**src/rtl/crossbar_out_arbiter_if.sv**
```systemverilog
// Bus bundle between the per-destination crossbar points and the egress arbiter.
// Carries the request/grant handshake, the P_NUM_IN packed AXI-Stream ingress
// lanes, the single AXI-Stream egress lane and the watchdog error pulse.
// master: the arbiter side. slave: the crossbar points plus the egress sink.
interface crossbar_out_arbiter_if #(
  parameter int unsigned P_NUM_IN = 8
);
  localparam int unsigned DATA_W = 64;
  localparam int unsigned KEEP_W = 8;

  logic [P_NUM_IN-1:0]        i_trans_req;
  logic [P_NUM_IN-1:0]        o_trans_grant;
  logic [P_NUM_IN-1:0]        s_axis_rx_tvalid;
  logic [DATA_W*P_NUM_IN-1:0] s_axis_rx_tdata;
  logic [P_NUM_IN-1:0]        s_axis_rx_tlast;
  logic [KEEP_W*P_NUM_IN-1:0] s_axis_rx_tkeep;
  logic [P_NUM_IN-1:0]        s_axis_rx_tuser;
  logic [P_NUM_IN-1:0]        s_axis_rx_tready;
  logic                       m_axis_tx_tvalid;
  logic [DATA_W-1:0]          m_axis_tx_tdata;
  logic                       m_axis_tx_tlast;
  logic [KEEP_W-1:0]          m_axis_tx_tkeep;
  logic                       m_axis_tx_tuser;
  logic                       m_axis_tx_tready;
  logic                       o_timeout_err;

  modport master (
    input  i_trans_req,
    output o_trans_grant,
    input  s_axis_rx_tvalid, s_axis_rx_tdata, s_axis_rx_tlast,
    input  s_axis_rx_tkeep, s_axis_rx_tuser,
    output s_axis_rx_tready,
    output m_axis_tx_tvalid, m_axis_tx_tdata, m_axis_tx_tlast,
    output m_axis_tx_tkeep, m_axis_tx_tuser,
    input  m_axis_tx_tready,
    output o_timeout_err
  );

  modport slave (
    output i_trans_req,
    input  o_trans_grant,
    output s_axis_rx_tvalid, s_axis_rx_tdata, s_axis_rx_tlast,
    output s_axis_rx_tkeep, s_axis_rx_tuser,
    input  s_axis_rx_tready,
    input  m_axis_tx_tvalid, m_axis_tx_tdata, m_axis_tx_tlast,
    input  m_axis_tx_tkeep, m_axis_tx_tuser,
    output m_axis_tx_tready,
    input  o_timeout_err
  );
endinterface

```
**src/rtl/crossbar_out_arbiter.sv**
```systemverilog
// Egress-side round-robin arbiter of the crossbar. Grants one crossbar point at
// a time, forwards its AXI-Stream packet to the egress port with zero latency
// and keeps the lock until the tlast beat handshakes or the first-beat
// watchdog expires.
// Ports:
//   i_clk, i_rst : clock, asynchronous active-high reset
//   bus (master) : request/grant, P_NUM_IN ingress lanes, egress lane,
//                  o_timeout_err pulse
module crossbar_out_arbiter #(
  parameter int unsigned P_NUM_IN  = 8,
  parameter logic [15:0] P_TIMEOUT = 16'd64
) (
  input  logic                    i_clk,
  input  logic                    i_rst,
  crossbar_out_arbiter_if.master  bus
);
  localparam int unsigned IDX_W  = (P_NUM_IN > 1) ? $clog2(P_NUM_IN) : 1;
  localparam int unsigned DATA_W = 64;
  localparam int unsigned KEEP_W = 8;
  localparam int unsigned WD_W   = 16;

  typedef enum logic [1:0] {S_IDLE, S_GRANT, S_WAIT, S_XFER} state_e;

  state_e            state_q, state_d;
  logic [IDX_W-1:0]  ptr_q, ptr_d;
  logic [IDX_W-1:0]  sel_q, sel_d;
  logic [WD_W-1:0]   wd_q, wd_d;

  logic              req_found;
  logic [IDX_W-1:0]  req_idx;
  logic [IDX_W-1:0]  scan_idx;
  int unsigned       scan_pos;
  logic              sel_valid;
  logic              sel_hs_last;

  // Round-robin search: first requester at or after ptr_q, wrapping.
  always_comb begin
    req_found = 1'b0;
    req_idx   = '0;
    scan_pos  = 0;
    scan_idx  = '0;
    for (int unsigned i = 0; i < P_NUM_IN; i++) begin
      scan_pos = 32'(ptr_q) + i;
      if (scan_pos >= P_NUM_IN) scan_pos = scan_pos - P_NUM_IN;
      scan_idx = IDX_W'(scan_pos);
      if (!req_found && bus.i_trans_req[scan_idx]) begin
        req_found = 1'b1;
        req_idx   = scan_idx;
      end
    end
  end

  // State, pointer, selection and watchdog registers.
  always_ff @(posedge i_clk or posedge i_rst) begin
    if (i_rst) begin
      state_q <= S_IDLE;
      ptr_q   <= '0;
      sel_q   <= '0;
      wd_q    <= '0;
    end else begin
      state_q <= state_d;
      ptr_q   <= ptr_d;
      sel_q   <= sel_d;
      wd_q    <= wd_d;
    end
  end

  // Next-state logic plus the zero-latency egress mux.
  always_comb begin
    state_d   = state_q;
    ptr_d     = ptr_q;
    sel_d     = sel_q;
    wd_d      = wd_q;

    bus.o_trans_grant    = '0;
    bus.o_timeout_err    = 1'b0;
    bus.s_axis_rx_tready = '0;
    bus.m_axis_tx_tvalid = 1'b0;
    bus.m_axis_tx_tdata  = '0;
    bus.m_axis_tx_tlast  = 1'b0;
    bus.m_axis_tx_tkeep  = '0;
    bus.m_axis_tx_tuser  = 1'b0;

    sel_valid   = bus.s_axis_rx_tvalid[sel_q];
    sel_hs_last = sel_valid & bus.m_axis_tx_tready & bus.s_axis_rx_tlast[sel_q];

    // The locked point owns the egress lane only while a packet may be in flight.
    if (state_q == S_WAIT || state_q == S_XFER) begin
      bus.m_axis_tx_tvalid        = sel_valid;
      bus.m_axis_tx_tdata         = bus.s_axis_rx_tdata[32'(sel_q) * DATA_W +: DATA_W];
      bus.m_axis_tx_tlast         = bus.s_axis_rx_tlast[sel_q];
      bus.m_axis_tx_tkeep         = bus.s_axis_rx_tkeep[32'(sel_q) * KEEP_W +: KEEP_W];
      bus.m_axis_tx_tuser         = bus.s_axis_rx_tuser[sel_q];
      bus.s_axis_rx_tready[sel_q] = bus.m_axis_tx_tready;
    end

    case (state_q)
      S_IDLE: begin
        if (req_found) begin
          sel_d   = req_idx;
          ptr_d   = (32'(req_idx) == P_NUM_IN - 1) ? '0 : req_idx + IDX_W'(1);
          state_d = S_GRANT;
        end
      end
      S_GRANT: begin
        bus.o_trans_grant[sel_q] = 1'b1;
        wd_d    = '0;
        state_d = S_WAIT;
      end
      S_WAIT: begin
        // A single-beat packet completes here and skips XFER.
        if (sel_valid) begin
          state_d = sel_hs_last ? S_IDLE : S_XFER;
        end else if (wd_q == P_TIMEOUT - 16'd1) begin
          bus.o_timeout_err = 1'b1;
          state_d           = S_IDLE;
        end else if (wd_q != {WD_W{1'b1}}) begin
          wd_d = wd_q + WD_W'(1);
        end
      end
      S_XFER: begin
        if (sel_hs_last) state_d = S_IDLE;
      end
      default: state_d = S_IDLE;
    endcase
  end
endmodule

```
**src/flat_wrapper.sv**
```systemverilog
// flat-port wrapper written by rule: the top's interface ports become plain ports
module crossbar_out_arbiter_flat 
#(
  parameter int unsigned P_NUM_IN  = 8,
  parameter logic [15:0] P_TIMEOUT = 16'd64
)
  (i_clk, i_rst, bus_i_trans_req, bus_o_trans_grant, bus_s_axis_rx_tvalid, bus_s_axis_rx_tdata, bus_s_axis_rx_tlast, bus_s_axis_rx_tkeep, bus_s_axis_rx_tuser, bus_s_axis_rx_tready, bus_m_axis_tx_tvalid, bus_m_axis_tx_tdata, bus_m_axis_tx_tlast, bus_m_axis_tx_tkeep, bus_m_axis_tx_tuser, bus_m_axis_tx_tready, bus_o_timeout_err);
  crossbar_out_arbiter_if #(.P_NUM_IN(P_NUM_IN)) bus_i ();
  input  logic i_clk;
  input  logic i_rst;
  input wire logic [$bits(bus_i.i_trans_req)-1:0] bus_i_trans_req;
  output wire logic [$bits(bus_i.o_trans_grant)-1:0] bus_o_trans_grant;
  input wire logic [$bits(bus_i.s_axis_rx_tvalid)-1:0] bus_s_axis_rx_tvalid;
  input wire logic [$bits(bus_i.s_axis_rx_tdata)-1:0] bus_s_axis_rx_tdata;
  input wire logic [$bits(bus_i.s_axis_rx_tlast)-1:0] bus_s_axis_rx_tlast;
  input wire logic [$bits(bus_i.s_axis_rx_tkeep)-1:0] bus_s_axis_rx_tkeep;
  input wire logic [$bits(bus_i.s_axis_rx_tuser)-1:0] bus_s_axis_rx_tuser;
  output wire logic [$bits(bus_i.s_axis_rx_tready)-1:0] bus_s_axis_rx_tready;
  output wire logic [$bits(bus_i.m_axis_tx_tvalid)-1:0] bus_m_axis_tx_tvalid;
  output wire logic [$bits(bus_i.m_axis_tx_tdata)-1:0] bus_m_axis_tx_tdata;
  output wire logic [$bits(bus_i.m_axis_tx_tlast)-1:0] bus_m_axis_tx_tlast;
  output wire logic [$bits(bus_i.m_axis_tx_tkeep)-1:0] bus_m_axis_tx_tkeep;
  output wire logic [$bits(bus_i.m_axis_tx_tuser)-1:0] bus_m_axis_tx_tuser;
  input wire logic [$bits(bus_i.m_axis_tx_tready)-1:0] bus_m_axis_tx_tready;
  output wire logic [$bits(bus_i.o_timeout_err)-1:0] bus_o_timeout_err;
  assign bus_i.i_trans_req = bus_i_trans_req;
  assign bus_o_trans_grant = bus_i.o_trans_grant;
  assign bus_i.s_axis_rx_tvalid = bus_s_axis_rx_tvalid;
  assign bus_i.s_axis_rx_tdata = bus_s_axis_rx_tdata;
  assign bus_i.s_axis_rx_tlast = bus_s_axis_rx_tlast;
  assign bus_i.s_axis_rx_tkeep = bus_s_axis_rx_tkeep;
  assign bus_i.s_axis_rx_tuser = bus_s_axis_rx_tuser;
  assign bus_s_axis_rx_tready = bus_i.s_axis_rx_tready;
  assign bus_m_axis_tx_tvalid = bus_i.m_axis_tx_tvalid;
  assign bus_m_axis_tx_tdata = bus_i.m_axis_tx_tdata;
  assign bus_m_axis_tx_tlast = bus_i.m_axis_tx_tlast;
  assign bus_m_axis_tx_tkeep = bus_i.m_axis_tx_tkeep;
  assign bus_m_axis_tx_tuser = bus_i.m_axis_tx_tuser;
  assign bus_i.m_axis_tx_tready = bus_m_axis_tx_tready;
  assign bus_o_timeout_err = bus_i.o_timeout_err;
  crossbar_out_arbiter #(.P_NUM_IN(P_NUM_IN), .P_TIMEOUT(P_TIMEOUT)) u_core (.i_clk(i_clk), .i_rst(i_rst), .bus(bus_i));
endmodule
```
**config.mk**
```make
export PLATFORM = sky130hd
export DESIGN_NAME = crossbar_out_arbiter_flat
export DESIGN_NICKNAME = d
export VERILOG_FILES = /design/src/rtl/crossbar_out_arbiter_if.sv /design/src/rtl/crossbar_out_arbiter.sv /design/src/flat_wrapper.sv
export SDC_FILE = /design/constraint.sdc
export NUM_CORES = 1
export LEC_CHECK = 0
export BUFFER_PORTS_ARGS = -buffer_cell sky130_fd_sc_hd__buf_2
export CAP_MARGIN = 20
export CORE_AREA = 2 2 272 274
export CTS_CLUSTER_SIZE = 24
export DETAILED_ROUTE_END_ITERATION = 8
export DIE_AREA = 0 0 274 276
export PLACE_DENSITY = 0.39
export RECOVER_POWER = 50
export SYNTH_ARGS = -nofsm -noshare
export SYNTH_HDL_FRONTEND = slang
export SYNTH_SLANG_ARGS = --single-unit
```
**constraint.sdc**
```tcl
create_clock -name i_clk -period 8.1 [get_ports i_clk]
set_input_delay 1.215 -clock i_clk [delete_from_list [all_inputs] [get_ports i_clk]]
set_output_delay 1.215 -clock i_clk [all_outputs]
set_load 0.02 [all_outputs]
```
# Word level (Yosys, flattened, before mapping)
# Cells that the tools add are included.
dict set report op_classes {
  addsub 17
  n_mul 0
  n_div 0
  order_cmp 18
  eq_ne 12
  shift 2
  muxes 69
  bitwise 3
  reduce_logical 21
}
# operator count
set op_table {}
lappend op_table {{$shiftx A512 B10 Y64} 1}
lappend op_table {{$mux W64} 1}
lappend op_table {{$shiftx A64 B7 Y8} 1}
lappend op_table {{$mux W3} 17}
lappend op_table {{$mux W16} 3}
lappend op_table {{$lt A3 B4 Y1 const B} 9}
lappend op_table {{$bmux W1 S3} 11}
lappend op_table {{$pmux W16 S2} 1}
lappend op_table {{$ge A4 B4 Y1 const B} 7}
lappend op_table {{$mux W1} 26}
lappend op_table {{$mux W8} 3}
lappend op_table {{$sub A3 B1 Y3 const B} 8}
lappend op_table {{$add A16 B1 Y16 const B} 1}
lappend op_table {{$add A3 B3 Y4 const B} 4}
lappend op_table {{$eq A16 B6 Y1 const B} 1}
lappend op_table {{$ne A16 B16 Y1 const B} 1}
lappend op_table {{$mux W2} 5}
lappend op_table {{$add A3 B2 Y4 const B} 2}
lappend op_table {{$and A8 B8 Y8} 1}
lappend op_table {{$logic_and A1 B1 Y1} 8}
lappend op_table {{$pmux W2 S4} 1}
lappend op_table {{$logic_not A1 Y1} 7}
lappend op_table {{$ne A2 B2 Y1 const B} 3}
lappend op_table {{$add A3 B1 Y4 const B} 1}
lappend op_table {{16 further kinds} 19}
dict set report word_totals {
  register_bits 24
  latch_bits 0
  mem_bits_rw 0
  mem_bits_ro 0
  in_bits 611
  output_inout_bits 92
  elab_cells 146
  mem_count 0
}

# Longest topological paths before layout
dict set report logic_depth {
  ltp_word 28
  depth_mapped 16
  mapped_depth_nobuf 13
}

# Least setup slack after synthesis
# OpenSTA, ideal clock, no wires.
dict set report synth_path {
  kind {register -> register}
  from {reg u_core.ptr_q[1]}
  to {reg u_core.ptr_q[2]}
  arrival_ps 3860
  slack_ps 4100
  path_stages_with_launch 16
  period_less_slack_ps 4000
  cell_sequence {dfrtp_1 buf_2 buf_1 inv_1 ha_1 buf_6 mux2_1 mux4_2 o32a_4 or4_4 o221ai_2 nand2_1 ha_1 ha_1 nand2_1 o21ai_1}
}
dict set report synth_between {
  elab_chain_len 28
  elab_cells_between_ends 81
  cone_classes {add/sub (16); order compare (8); eq/ne (1); mux (41); reduce/logical (15)}
}
# element line_no
set synth_rtl {}
lappend synth_rtl {{from (decl)} crossbar_out_arbiter.sv:25} ;# logic [IDX_W-1:0] ptr_q, ptr_d;
lappend synth_rtl {{from (signal assigned)} crossbar_out_arbiter.sv:62} ;# ptr_q <= ptr_d;
lappend synth_rtl {{branches (longest 25 deep; another with $add A3 B1 Y4)} n/a}
lappend synth_rtl {{$mux W3 (*)} crossbar_out_arbiter.sv:46} ;# if (!req_found && bus.i_trans_req[scan_idx]) begin
lappend synth_rtl {{via u_core.req_idx[1]} crossbar_out_arbiter.sv:30} ;# logic [IDX_W-1:0] req_idx;
lappend synth_rtl {{$add A3 B1 Y3 / $eq A3 B3 Y1 (equally long branches)} crossbar_out_arbiter.sv:101} ;# ptr_d = (32'(req_idx) == P_NUM_IN - 1) ? '0 : req_idx + IDX_W'(1);
lappend synth_rtl {{$mux W3 (*)} crossbar_out_arbiter.sv:101}
# Mark *: on every way through the listed nets, which the timed path passes. The select of a mux whose other input is x is not followed.
# A chain may end at the register's enable or synchronous reset.

# Worst setup path after layout
dict set report layout_path {
  from {reg u_core.state_q[1]}
  to {out bus_m_axis_tx_tkeep[7]}
}
dict set report layout_between {
  elab_chain_len 3
  elab_cells_between_ends 4
  cone_classes {eq/ne (2); mux (1); reduce/logical (1)}
}
# element line_no
set layout_rtl {}
lappend layout_rtl {{from (decl)} crossbar_out_arbiter.sv:24} ;# state_e state_q, state_d;
lappend layout_rtl {{from (signal assigned)} crossbar_out_arbiter.sv:61} ;# state_q <= state_d;
lappend layout_rtl {{$eq A2 B2 Y1} crossbar_out_arbiter.sv:88} ;# if (state_q == S_WAIT || state_q == S_XFER) begin
lappend layout_rtl {{$logic_or A1 B1 Y1 (*)} crossbar_out_arbiter.sv:88}
lappend layout_rtl {{$mux W8 (*)} crossbar_out_arbiter.sv:88}
lappend layout_rtl {{to (decl)} flat_wrapper.sv:22} ;# output wire logic [$bits(bus_i.m_axis_tx_tkeep)-1:0] bus_m_axis_tx_tkeep;
# Every way passes the cells marked *; elsewhere a longest branch is shown, timed or not.

==> impl_metrics.py <==
metrics = {
    "setup_path": {
        "timing.critical_path.from": "u_core.state_q[1]$_DFFE_PP0P_",
        "r2r-end": "u_core.wd_q[15]$_DFFE_PP0P_",
        "worstPathArrival_ps": 4990,
        "required_ps": 6880,
        "cp-endpoint": "bus_m_axis_tx_tkeep[7]",
        "crit_path_end_kind": "primary output",
        "r2r_cells": 6,
        "path_max_fanout": 44,
        "critical_path_class": "flip-flop to primary output",
        "cp-start-kind": "flip-flop",
        "r2r_slack_ps": 3260,
        "r2r_start": "u_core.state_q[1]$_DFFE_PP0P_",
    },
    "floorplanning": {
        "die_h_um": 276,
        "chipWidth_um": 274,
        "core_area_sq_um": 72600,
        "ios": 703,
        "die_area_sq_um": 75600,
        "start_util_pct": 7.68,
        "rows": 99,
    },
    "logic_synthesis": {
        "syn_area_per_cell_sq_um": 7.69,
        "synth_flop_cell": "dfrtp_1",
        "yosys-top-cells-count": "a22oi_1, a31oi_1, a22o_1",
        "synth.yosys.warnings": 0,
        "ys_seq_area_share_pct": 10.8,
        "synth_top_cell_by_area": "a22oi_1",
        "ys_ff_latch": 24,
        "syn_nets": 1341,
        "synth_top_area_share_pct": 19.9,
        "yosysMostFrequentCell": "a22oi_1",
        "synth_edf_count": 0,
        "ys_types": 61,
        "synthTopCellsByArea": "a22oi_1, a22o_1, a221oi_1",
        "synth_cells": 725,
        "synth_area_sq_um": 5570,
        "ys_async_sr_fraction_pct": 100,
    },
    "drt": {
        "initialDrtViolationCount": 895,
        "wl_per_cell_um": 28.8,
        "wl_um": 67200,
        "dr.pass1.iters": 5,
        "postRouteAntennaNets": 0,
        "via_per_inst": 4.43,
        "remaining_drc_errors": 0,
        "via_count": 10300,
    },
    "cts": {
        "path_clk_slew_ps": 70,
        "cts-htree-levels": 1,
        "postCtsSetupBuffers": 0,
        "cts_made_buffers": 3,
        "cts_tree": "built",
        "cts_resized": 0,
        "worstSkewPairLatency_ps": 260,
        "clock_path_buffers": 2,
        "cts-hold-fix-buffers": 0,
        "cts.sink_count": 24,
        "cts_root_buf": "clkbuf_16",
    },
    "pwr": {
        "ir_drop_mv": 0.161,
        "total_power_mw": 3.41,
        "p_per_area_nw_per_um2": 336,
        "leakage_nw": 4.45,
    },
    "global_routing": {
        "grt_pass1_vias": 10200,
        "grt_pass1_wl_um": 87000,
        "grt_use_total_pct": 16.5,
        "grt_antenna_before_repair": 71,
        "grt-ovfl-total": 0,
        "grt_start_max_net_pins": 76,
    },
    "final_layout": {
        "area_growth_pct": 82.1,
        "multi_input_area_sq_um": 4570,
        "layout.nets": 1972,
        "fin_area_sq_um": 10100,
        "drive_gt1_share_pct": 53.2,
        "fill_cells": 8571,
        "ff_latch_area_sq_um": 601,
        "stdcell_count": 2333,
    },
    "min_path": {
        "hold_path.class": "flip-flop to flip-flop",
    },
    "timing": {
        "rsz0062_at_grt": "false",
        "skew_ps": 2.41,
        "maxSlewHeadroom_pct": -99.2,
        "finalSetupViolations": 0,
        "min_period_over_period_pct": 76.6,
        "worst_pin_slew_ps": 2990,
        "hold-worst-slack_ps": 579,
        "hold_viol": 0,
        "fmax_ghz": 0.161,
        "period_needed_ps": 6210,
        "fin_tns_setup_ps": 0,
        "slew_violations": 352,
    },
    "outcome": {
        "status": "finished with violations",
        "violations": "max-capacitance violations, max-slew violations",
    },
    "placed_design": {
        "io_buffers": 702,
        "placed_area_sq_um": 10100,
        "place_congestion": 0.960,
        "numPlacedInstances": 2309,
        "hpwl_um": 57100,
    },
    "job": {
        "drv_cap": 9,
    },
}
[cells by family (layout without fill, tap and decap cells)]
group                      count (synthesis)  after routing  share of synthesized area (%)
xor gates and xnor gates                  10             10                           1.57
AOI/OAI and AO/OA                        433            433                           59.5
buffers and inverters                    105            735                           7.39
DFF                                       24             24                           10.8
and+or+nand+nor                          122            122                           12.1
adders and majority gates                  5              5                           1.12
other                                      0             19                              0
muxes                                     26             26                           7.54
[state kept, by name, indices dropped and copies added, names as in the netlist]
name / count
u_core.ptr_q: 3
u_core.wd_q: 16
u_core.state_q: 2
u_core.sel_q: 3
[how the worst min path moves through the flow]
stage                                      from                          end  slack [ps]  cells after the start
finish               u_core.wd_q[1]$_DFFE_PP0P_   u_core.wd_q[1]$_DFFE_PP0P_         580                      2
global route        u_core.wd_q[15]$_DFFE_PP0P_  u_core.wd_q[15]$_DFFE_PP0P_         610                      2
CTS                 u_core.wd_q[15]$_DFFE_PP0P_  u_core.wd_q[15]$_DFFE_PP0P_         580                      2
detailed placement  u_core.wd_q[15]$_DFFE_PP0P_  u_core.wd_q[15]$_DFFE_PP0P_         560                      2
global placement     u_core.wd_q[1]$_DFFE_PP0P_   u_core.wd_q[1]$_DFFE_PP0P_         550                      2
floorplan            u_core.wd_q[1]$_DFFE_PP0P_   u_core.wd_q[1]$_DFFE_PP0P_         510                      2
[final cells by class]
class	count	area share, %
Multi-Input combinational cell	596	45.0
Timing Repair Buffer	717	35.4
Tap cell	959	11.8
Sequential cell	24	5.92
Clock buffer	4	0.875
Inverter	14	0.530
Antenna cell	19	0.468
[worst max-delay path, stage by stage, from the launching register on]
cell	delay, ps
dfrtp_1	610
clkinvlp_2	1690
clkbuf_1	1270
a31oi_1	830
buf_2	310
[through the flow]
step                util, %  setup slack, ps
floorplan                 -             4100
global placement       13.9             3580
detailed placement     13.9             3590
CTS                    14.0             3310
global route           13.9             1680
finish                 14.0             1890
[routing by layer]
| metal | global-route usage (%) | wire, um | vias to the layer above |
|---|---|---|---|
| met5 | 0 | 262 | - |
| met4 | 4.54 | 2260 | 42 |
| met3 | 7.43 | 9230 | 157 |
| met2 | 26.3 | 29400 | 779 |
| met1 | 20.0 | 26000 | 4960 |
| li1 | - | - | 4407 |
[cell usage in the layout, fill, tap and decap left out, types with 3 or more instances in the layout]
| cell | Yosys | routed |
|---|---|---|
| nand3b_1 | 6 | 6 |
| mux4_2 | 12 | 12 |
| nand2_1 | 24 | 24 |
| o21ai_0 | 11 | 11 |
| or3_1 | 7 | 7 |
| diode_2 | 0 | 19 |
| a22oi_1 | 148 | 148 |
| dfrtp_1 | 24 | 24 |
| a21boi_0 | 3 | 3 |
| o21ai_1 | 4 | 4 |
| clkbuf_1 | 72 | 25 |
| xnor2_1 | 9 | 9 |
| buf_2 | 2 | 683 |
| a211oi_1 | 4 | 4 |
| buf_4 | 0 | 8 |
| ha_1 | 5 | 5 |
| nor3_1 | 8 | 8 |
| a22o_1 | 75 | 75 |
| and2_1 | 9 | 8 |
| nor2_1 | 23 | 22 |
| mux2_2 | 3 | 3 |
| or4_1 | 3 | 3 |
| mux2i_1 | 9 | 9 |
| inv_1 | 13 | 13 |
| nor3b_1 | 5 | 4 |
| nand2b_1 | 3 | 3 |
| a21oi_1 | 15 | 15 |
| a221oi_1 | 74 | 74 |
| a31oi_1 | 77 | 77 |
| a2111oi_0 | 3 | 3 |
| clkbuf_16 | 0 | 3 |
| nand3_1 | 7 | 7 |
| nor4_1 | 3 | 4 |
| and3_1 | 12 | 12 |
[power by group]
part	switching (mW)	internal (mW)	total (mW)	leakage [nW]
sequential	0.101	0.143	0.244	0.316
clock	0.0442	0.0756	0.120	0.0443
combinational	2.00	1.05	3.05	4.09
Power figures use the tool's default switching activity.
